File: src/rtl/seq_det_pkg.sv
// Shared definitions for the parametrised serial sequence detector.
//   clog2      : ceiling log2 used to size the progress output
//   len_ok     : true when a pattern length lies in the supported range
package seq_det_pkg;

  localparam int unsigned MIN_PATTERN_LEN = 2;
  localparam int unsigned MAX_PATTERN_LEN = 16;

  // Ceiling log2; clog2(1) = 0.
  function automatic int unsigned clog2(input int unsigned value);
    int unsigned r;
    r = 0;
    while ((32'd1 << r) < value) r = r + 1;
    return r;
  endfunction

  function automatic bit len_ok(input int unsigned len);
    return (len >= MIN_PATTERN_LEN) && (len <= MAX_PATTERN_LEN);
  endfunction

endpackage

File: src/rtl/seq_detector_param_prefix_match.sv
// Combinational matched-prefix length.
//   hist : history bits, newest at LSB
//   vcnt : number of valid history bits
//   s    : largest k <= vcnt whose k newest bits equal the first k pattern bits
module prefix_match
  import seq_det_pkg::*;
#(
  parameter int unsigned                   PATTERN_LEN = 4,
  parameter logic [PATTERN_LEN-1:0]        PATTERN     = 4'b1011,
  parameter int unsigned                   SW          = clog2(PATTERN_LEN + 1)
) (
  input  logic [PATTERN_LEN-1:0] hist,
  input  logic [SW-1:0]          vcnt,
  output logic [SW-1:0]          s
);

  logic [PATTERN_LEN:1] ok;

  // ok[k]: the k newest history bits are valid and equal the pattern's leading k bits.
  for (genvar k = 1; k <= PATTERN_LEN; k++) begin : g_k
    localparam logic [PATTERN_LEN-1:0] MASK = PATTERN_LEN'((64'd1 << k) - 64'd1);
    localparam logic [PATTERN_LEN-1:0] WANT = PATTERN >> (PATTERN_LEN - k);
    assign ok[k] = (vcnt >= SW'(k)) && (((hist ^ WANT) & MASK) == '0);
  end

  // Ascending scan so the largest qualifying k wins; k = 0 is the fallback.
  always_comb begin
    s = '0;
    for (int k = 1; k <= int'(PATTERN_LEN); k++) begin
      if (ok[k]) s = SW'(k);
    end
  end

endmodule

File: src/rtl/seq_detector_param.sv
// Parametrised serial bit-sequence detector with overlap control and match counter.
//   clk, rst    : clock, synchronous active-high reset
//   en          : sample enable, X consumed only when high
//   X           : serial data bit (already synchronous)
//   ovl         : 1 = overlapping detection, 0 = restart after a full match
//   cnt_clr     : synchronous clear of match_count
//   S           : matched-prefix length 0..PATTERN_LEN (function of registers)
//   V           : one-cycle detect pulse, registered
//   match_count : saturating detection count
module seq_detector_param
  import seq_det_pkg::*;
#(
  parameter int unsigned            PATTERN_LEN = 4,
  parameter logic [PATTERN_LEN-1:0] PATTERN     = 4'b1011,
  parameter int unsigned            CNT_W       = 8,
  parameter int unsigned            SW          = clog2(PATTERN_LEN + 1)
) (
  input  logic             clk,
  input  logic             rst,
  input  logic             en,
  input  logic             X,
  input  logic             ovl,
  input  logic             cnt_clr,
  output logic [SW-1:0]    S,
  output logic             V,
  output logic [CNT_W-1:0] match_count
);

  if (!len_ok(PATTERN_LEN)) begin : g_bad_len
    $error("seq_detector_param: PATTERN_LEN must be within 2..16");
  end

  logic [PATTERN_LEN-1:0] hist, hist_nxt;
  logic [SW-1:0]          vcnt, vcnt_nxt;
  logic [SW-1:0]          s_cur;
  logic                   v_r;
  logic                   restart, hit, detect;

  prefix_match #(
    .PATTERN_LEN (PATTERN_LEN),
    .PATTERN     (PATTERN),
    .SW          (SW)
  ) u_prefix_match (
    .hist (hist),
    .vcnt (vcnt),
    .s    (s_cur)
  );

  // Next history: a completed match in non-overlap mode empties the history first.
  always_comb begin
    restart  = !ovl && (s_cur == SW'(PATTERN_LEN));
    hist_nxt = {hist[PATTERN_LEN-2:0], X};
    vcnt_nxt = (vcnt == SW'(PATTERN_LEN)) ? vcnt : vcnt + SW'(1);
    if (restart) begin
      hist_nxt = {{(PATTERN_LEN-1){1'b0}}, X};
      vcnt_nxt = SW'(1);
    end
    // Next-state S reaches PATTERN_LEN exactly when the full window equals the pattern.
    hit    = (vcnt_nxt == SW'(PATTERN_LEN)) && (hist_nxt == PATTERN);
    detect = en && hit;
  end

  always_ff @(posedge clk) begin
    if (rst) begin
      hist        <= '0;
      vcnt        <= '0;
      v_r         <= 1'b0;
      match_count <= '0;
    end else begin
      if (en) begin
        hist <= hist_nxt;
        vcnt <= vcnt_nxt;
      end
      v_r <= detect;
      // A clear coinciding with a detection leaves the new detection counted.
      if (cnt_clr) begin
        match_count <= detect ? CNT_W'(1) : '0;
      end else if (detect && (match_count != '1)) begin
        match_count <= match_count + CNT_W'(1);
      end
    end
  end

  assign S = s_cur;
  assign V = v_r;

endmodule

File: config.mk
export PLATFORM = sky130hd
export DESIGN_NAME = seq_detector_param
export DESIGN_NICKNAME = d
export VERILOG_FILES = /design/src/rtl/seq_det_pkg.sv /design/src/rtl/seq_detector_param_prefix_match.sv /design/src/rtl/seq_detector_param.sv
export SDC_FILE = /design/constraint.sdc
export NUM_CORES = 1
export LEC_CHECK = 0
export ABC_AREA = 1
export CAP_MARGIN = 20
export CORE_AREA = 2 2 48 50
export DETAILED_ROUTE_END_ITERATION = 16
export DIE_AREA = 0 0 50 52
export PLACE_DENSITY = 0.73
export SYNTH_ARGS = -nofsm -noshare
export SYNTH_HDL_FRONTEND = slang
export SYNTH_SLANG_ARGS = --single-unit
File: constraint.sdc
create_clock -name clk -period 1.9 [get_ports clk]
set_input_delay 0.57 -clock clk [delete_from_list [all_inputs] [get_ports clk]]
set_output_delay 0.57 -clock clk [all_outputs]
set_load 0.01 [all_outputs]
==> impl_metrics.py, run 1 <==
metrics = {
    "synthesis": {
        "avgSynthCellArea_um2": 7.13,
        "seq_area_frac_synth_pct": 32.8,
        "synthCells": 137,
        "syn_nets": 148,
        "synth_cell_types": 25,
        "syn-cell-area_um2": 977,
        "synth_edf_count": 0,
        "ys_warn_count": 0,
        "synth-main-ff-cell": "dfxtp_1",
        "synth_seq_cells": 16,
        "async_flop_share_pct": 0,
    },
    "layout": {
        "final_cell_area_um2": 1380,
        "area_growth_pct": 41.5,
        "final_util_pct": 65.7,
        "final_common_cell": "inv_1",
        "layout.nets": 182,
        "layout_common_cells": "inv_1, nand2_1, nor2_1, clkdlybuf4s50_1",
        "n_antenna_cell": 0,
        "drive_gt1_share_pct": 23.5,
        "nFillCells": 177,
    },
    "global_routing": {
        "grt_pass1_wl_mm": 4.12,
        "gr-usage-met1_pct": 25.0,
        "antenna_found_initial": 0,
        "busiest_layer": "met2",
        "grt_use_met3_pct": 4.31,
        "use_met2_pct": 37.1,
        "grt_overflow": 0,
        "grt_max_degree": 11,
        "grt_usage_pct": 20.7,
        "grt_pass1_vias": 950,
    },
    "floorplan": {
        "die_y_um": 52,
        "core_um2": 2110,
        "std_cell_rows": 17,
        "die_area_um2": 2600,
        "start_util_pct": 46.4,
        "die_x_um": 50,
        "pin_count": 18,
    },
    "placed_design": {
        "hpwlAfterDp_mm": 1.72,
        "port_buffers": 17,
        "place.gp.congestion": 0.809,
        "placed_cell_area_um2": 1280,
        "dp_slack_ns": -0.153,
    },
    "clocking": {
        "cts_num_sinks": 16,
        "htree_levels": 1,
        "ctsHoldBuffers": 0,
        "cts_root_buf": "clkbuf_4",
        "cts_tree": "yes",
        "clkTransAtPathRegs_ns": 0.10,
        "numCtsBuffers": 3,
        "clk_latency_ns": 0.29,
        "clockBufferDepth": 2,
    },
    "setup_path": {
        "worstPathRequired_ns": 1.33,
        "critical_path_class": "register to output pin",
        "crit_fanout": 3,
        "rr_endpoint": "match_count[2]",
        "reg2reg_from": "vcnt[1]",
        "r2r_cells": 9,
        "critPathLaunch": "vcnt[0]",
        "ff2ff_setup_slack_ns": 0.23,
        "cp.arrival_ns": 1.41,
        "cp-endpoint": "S[0]",
        "cp-start-kind": "register",
        "end_kind": "output pin",
    },
    "timing": {
        "period_minus_slack_ns": 1.98,
        "finalMaxSlewViolations": 0,
        "finalHoldViolCount": 0,
        "worst_pin_slew_ns": 0.342,
        "fmax_mhz": 505,
        "rsz0062_at_grt": "yes",
        "timing.final.ws_setup_ns": -0.0816,
        "tns_ns": -0.100,
        "setup_viol": 2,
        "relSlewSlack_pct": 77.1,
        "finalClockSkew_ns": 0.00110,
        "fin_crit_sh_pct": 104,
    },
    "run": {
        "maxCapViolCount": 0,
    },
    "drt": {
        "drc": 0,
        "wire_per_inst_um": 11.9,
        "drt-initial-drc-count": 20,
        "totalWireLength_mm": 2.35,
        "via_per_inst": 5.05,
        "vias": 1000,
        "antenna_left": 0,
        "drtPass1Iterations": 4,
    },
    "run_status": {
        "violations": "setup timing",
        "status": "finished, violations left",
    },
    "worst_hold_path": {
        "hold_class": "register to register",
    },
    "power_and_ir_drop": {
        "p_leak_nw": 0.622,
        "p_per_area_nw_per_um2": 524,
        "peakVddDrop_v": 0.000371,
    },
}
==> sequential cells by signal (all words and copies together) (netlist names) <==
name         cells
V                1
match_count      8
hist             4
vcnt             3
==> metrics by stage <==
step	std cells	total power, mW	hold WS [ns]
final	198	0.725	0.517
after global routing	198	0.756	0.524
after CTS	198	0.719	0.516
after detailed placement	193	0.480	0.491
after global placement	193	0.475	0.486
after floorplan	137	0.418	0.463
==> cell type report <==
class,instances,area (um2),area share [%]
timing repair buffer,30,274,19.8
multi-input combinational,94,612,44.3
sequential,16,328,23.7
tap,28,35.0,2.53
clock buffer,4,36.3,2.62
inverter,26,97.6,7.06
==> layer usage <==
layer / part of all wire, % / wire length, um
met5: 0 / 0
met4: 0.72 / 17
met3: 4.9 / 116
met2: 49 / 1160
met1: 45 / 1060
==> power by group <==
| part | switching (mW) | internal, mW | total [mW] |
|---|---|---|---|
| sequential | 0.0126 | 0.346 | 0.359 |
| combinational | 0.0687 | 0.0630 | 0.132 |
| clock | 0.118 | 0.117 | 0.235 |
| total | 0.199 | 0.526 | 0.725 |
==> worst max-delay path, cell delays in order (launching register included) <==
cell and delay [ns]:
dfxtp_2 0.36, buf_6 0.13, ha_4 0.16, o31ai_4 0.24, a21oi_1 0.09, buf_2 0.15
==> cells by family (layout without fill, tap and decap cells) <==
family / count (synthesis) / in the layout / synth area share, %
adder cells (fa/ha/maj): 5 / 5 / 6.40
AND/OR/NAND/NOR: 60 / 60 / 33.9
AO/OA/AOI/OAI: 28 / 28 / 15.6
buffers and inverters: 27 / 60 / 10.4
XOR/XNOR: 1 / 1 / 0.896
flip-flops: 16 / 16 / 32.8
==> worst min-delay path by stage <==
stage	startpoint	endpoint	slack, ns	cells past startpoint
after floorplan	hist[3]	hist[3]	0.46	2
after global routing	hist[3]	hist[3]	0.52	2
final	hist[3]	hist[3]	0.52	2
after detailed placement	hist[3]	hist[3]	0.49	2
after global placement	hist[3]	hist[3]	0.49	2
after CTS	hist[3]	hist[3]	0.52	2
==> repair_timing <==
action | in CTS | in global routing
pin swaps | 4 | 1
resized for setup | 22 | 5
endpoints found under the setup margin | 3 | 4
setup buffers | 1 | 0
gates cloned | 0 | 0
==> Yosys cell counts (3+ instances only) <==
master / count / area (um2)
inv_1: 23 / 86.3
nand2_1: 19 / 71.3
dfxtp_1: 16 / 320
nor2_1: 14 / 52.6
a21oi_1: 12 / 60.1
nand3_1: 11 / 55.1
o21ai_0: 8 / 40.0
ha_1: 5 / 62.6
nand4_1: 4 / 25.0
nor3_1: 3 / 15.0
o21ai_1: 3 / 15.0
No activity file was read; power rests on OpenSTA's default activity.
==> run 2: changes to the inputs <==
Settings changed: PLACE_DENSITY 0.73 to 0.72.
==> impl_metrics.py, run 2 (synthesis results as in run 1) <==
metrics = {
    "global_routing": {
        "grt_overflow": 0,
        "grt_usage_pct": 19.2,
        "antenna_found_initial": 0,
        "grt_max_degree": 12,
        "grt_pass1_wl_mm": 3.88,
        "grt_pass1_vias": 973,
    },
    "clocking": {
        "numCtsBuffers": 3,
        "htree_levels": 1,
        "ctsHoldBuffers": 0,
        "cts_root_buf": "clkbuf_4",
        "cts_tree": "yes",
        "clkTransAtPathRegs_ns": 0.09,
        "cts_num_sinks": 16,
        "clk_latency_ns": 0.28,
        "clockBufferDepth": 2,
    },
    "floorplan": {
        "die_area_um2": 2600,
        "core_um2": 2110,
        "pin_count": 18,
        "start_util_pct": 46.4,
        "die_y_um": 52,
        "die_x_um": 50,
        "std_cell_rows": 17,
    },
    "drt": {
        "drtPass1Iterations": 4,
        "vias": 1005,
        "wire_per_inst_um": 11.1,
        "drc": 0,
        "via_per_inst": 5.08,
        "drt-initial-drc-count": 16,
        "antenna_left": 0,
        "totalWireLength_mm": 2.20,
    },
    "power_and_ir_drop": {
        "p_comb_share_pct": 16.9,
        "peakVddDrop_v": 0.000381,
        "p_switching_mw": 0.177,
        "netSwitchingFraction_pct": 25.5,
        "clockPowerShare_pct": 31.7,
        "p_per_area_nw_per_um2": 513,
        "sequentialPowerShare_pct": 51.3,
        "p_int_mw": 0.519,
        "p_leak_nw": 0.618,
    },
    "layout": {
        "nFillCells": 193,
        "top_register": "match_count",
        "final_common_cell": "inv_1",
        "drive_gt1_share_pct": 22.4,
        "area_growth_pct": 39.1,
        "layout_common_cells": "inv_1, nand2_1, dfxtp_1, nor2_1, clkdlybuf4s50_1",
        "largest_register_ffs": 8,
        "final_util_pct": 64.5,
        "reg_top3": "match_count x8, hist x4, vcnt x3",
        "layout.nets": 182,
        "n_antenna_cell": 0,
        "final_cell_area_um2": 1360,
    },
    "run": {
        "maxCapViolCount": 0,
    },
    "placed_design": {
        "place.gp.congestion": 0.866,
        "dp_slack_ns": -0.142,
        "placed_cell_area_um2": 1280,
        "port_buffers": 17,
        "hpwlAfterDp_mm": 1.70,
    },
    "timing": {
        "tns_ns": -0.203,
        "finalHoldViolCount": 0,
        "rsz0062_at_grt": "yes",
        "fmax_mhz": 492,
        "finalMaxSlewViolations": 0,
        "timing.final.ws_setup_ns": -0.133,
        "finalClockSkew_ns": 0.00141,
        "worst_pin_slew_ns": 0.388,
        "relSlewSlack_pct": 74.0,
        "setup_viol": 2,
        "period_minus_slack_ns": 2.03,
        "fin_crit_sh_pct": 107,
        "whs_ns": 0.527,
    },
    "setup_path": {
        "end_kind": "output pin",
        "worstPathRequired_ns": 1.33,
        "rr_endpoint": "match_count[3]",
        "crit_fanout": 4,
        "reg2reg_from": "vcnt[0]",
        "ff2ff_setup_slack_ns": 0.29,
        "r2r_cells": 11,
        "critical_path_class": "register to output pin",
        "cp.arrival_ns": 1.46,
        "cp-start-kind": "register",
    },
    "run_status": {
        "status": "finished, violations left",
        "violations": "setup timing",
    },
    "worst_hold_path": {
        "worstHoldStart": "hist[3]",
        "hold_class": "register to register",
        "holdPathEnd": "hist[3]",
        "min_path_cells": 2,
    },
}
[run 2: through the flow]
| step | power (mW) | instances |
|---|---|---|
| 6_report | 0.697 | 198 |
| 5_1_grt | 0.738 | 198 |
| 4_1_cts | 0.700 | 198 |
| 3_5_place_dp | 0.477 | 193 |
| 3_3_place_gp | 0.474 | 193 |
| 2_1_floorplan | 0.418 | 137 |
[run 2: worst max-delay path by stage]
stage             from   end  slack, ns  cells after the start
6_report       vcnt[1]  S[1]      -0.13                      6
3_3_place_gp   vcnt[0]  S[0]       -0.1                      5
5_1_grt        vcnt[1]  S[1]      -0.24                      6
4_1_cts        vcnt[0]  S[0]      -0.21                      5
2_1_floorplan  vcnt[0]  S[0]       0.34                      4
3_5_place_dp   vcnt[0]  S[0]      -0.14                      5
[run 2: worst max-delay path: stages (launching register included)]
cell      delay (ns)
dfxtp_4         0.37
ha_4            0.16
ha_4            0.14
o211ai_1        0.21
buf_4           0.15
nand2_2         0.04
buf_6           0.12
[run 2: timing repair]
item	4_1_cts	5_1_grt
endpoints found under the setup margin	3	3
buffers inserted	1	0
pin swaps	1	2
gates resized for setup	10	11
[run 2: cell type report]
cell class / count / area (um2) / area share [%]
sequential: 16 / 325 / 23.9
tap: 28 / 35.0 / 2.58
multi-input combinational: 94 / 593 / 43.6
timing repair buffer: 30 / 272 / 20.0
inverter: 26 / 97.6 / 7.18
clock buffer: 4 / 36.3 / 2.67
[run 2: power by group through the flow]
stage / Combinational (mW) / Clock (mW) / Sequential, mW
6_report: 0.118 / 0.221 / 0.357
2_1_floorplan: 0.0558 / 0 / 0.362
3_3_place_gp: 0.112 / 0 / 0.362
4_1_cts: 0.113 / 0.231 / 0.356
3_5_place_dp: 0.114 / 0 / 0.363
5_1_grt: 0.132 / 0.247 / 0.359
[run 2: layer usage]
| metal | routed length, um | up-vias | share of wire [%] | GRT usage (%) |
|---|---|---|---|---|
| met3 | 75 | 4 | 3.4 | 2.87 |
| met2 | 1100 | 21 | 50 | 36.6 |
| met5 | 0 | - | 0 | 0 |
| met4 | 31 | 0 | 1.4 | 7.87 |
| met1 | 991 | 461 | 45 | 21.0 |
| li1 | - | 519 | - | - |
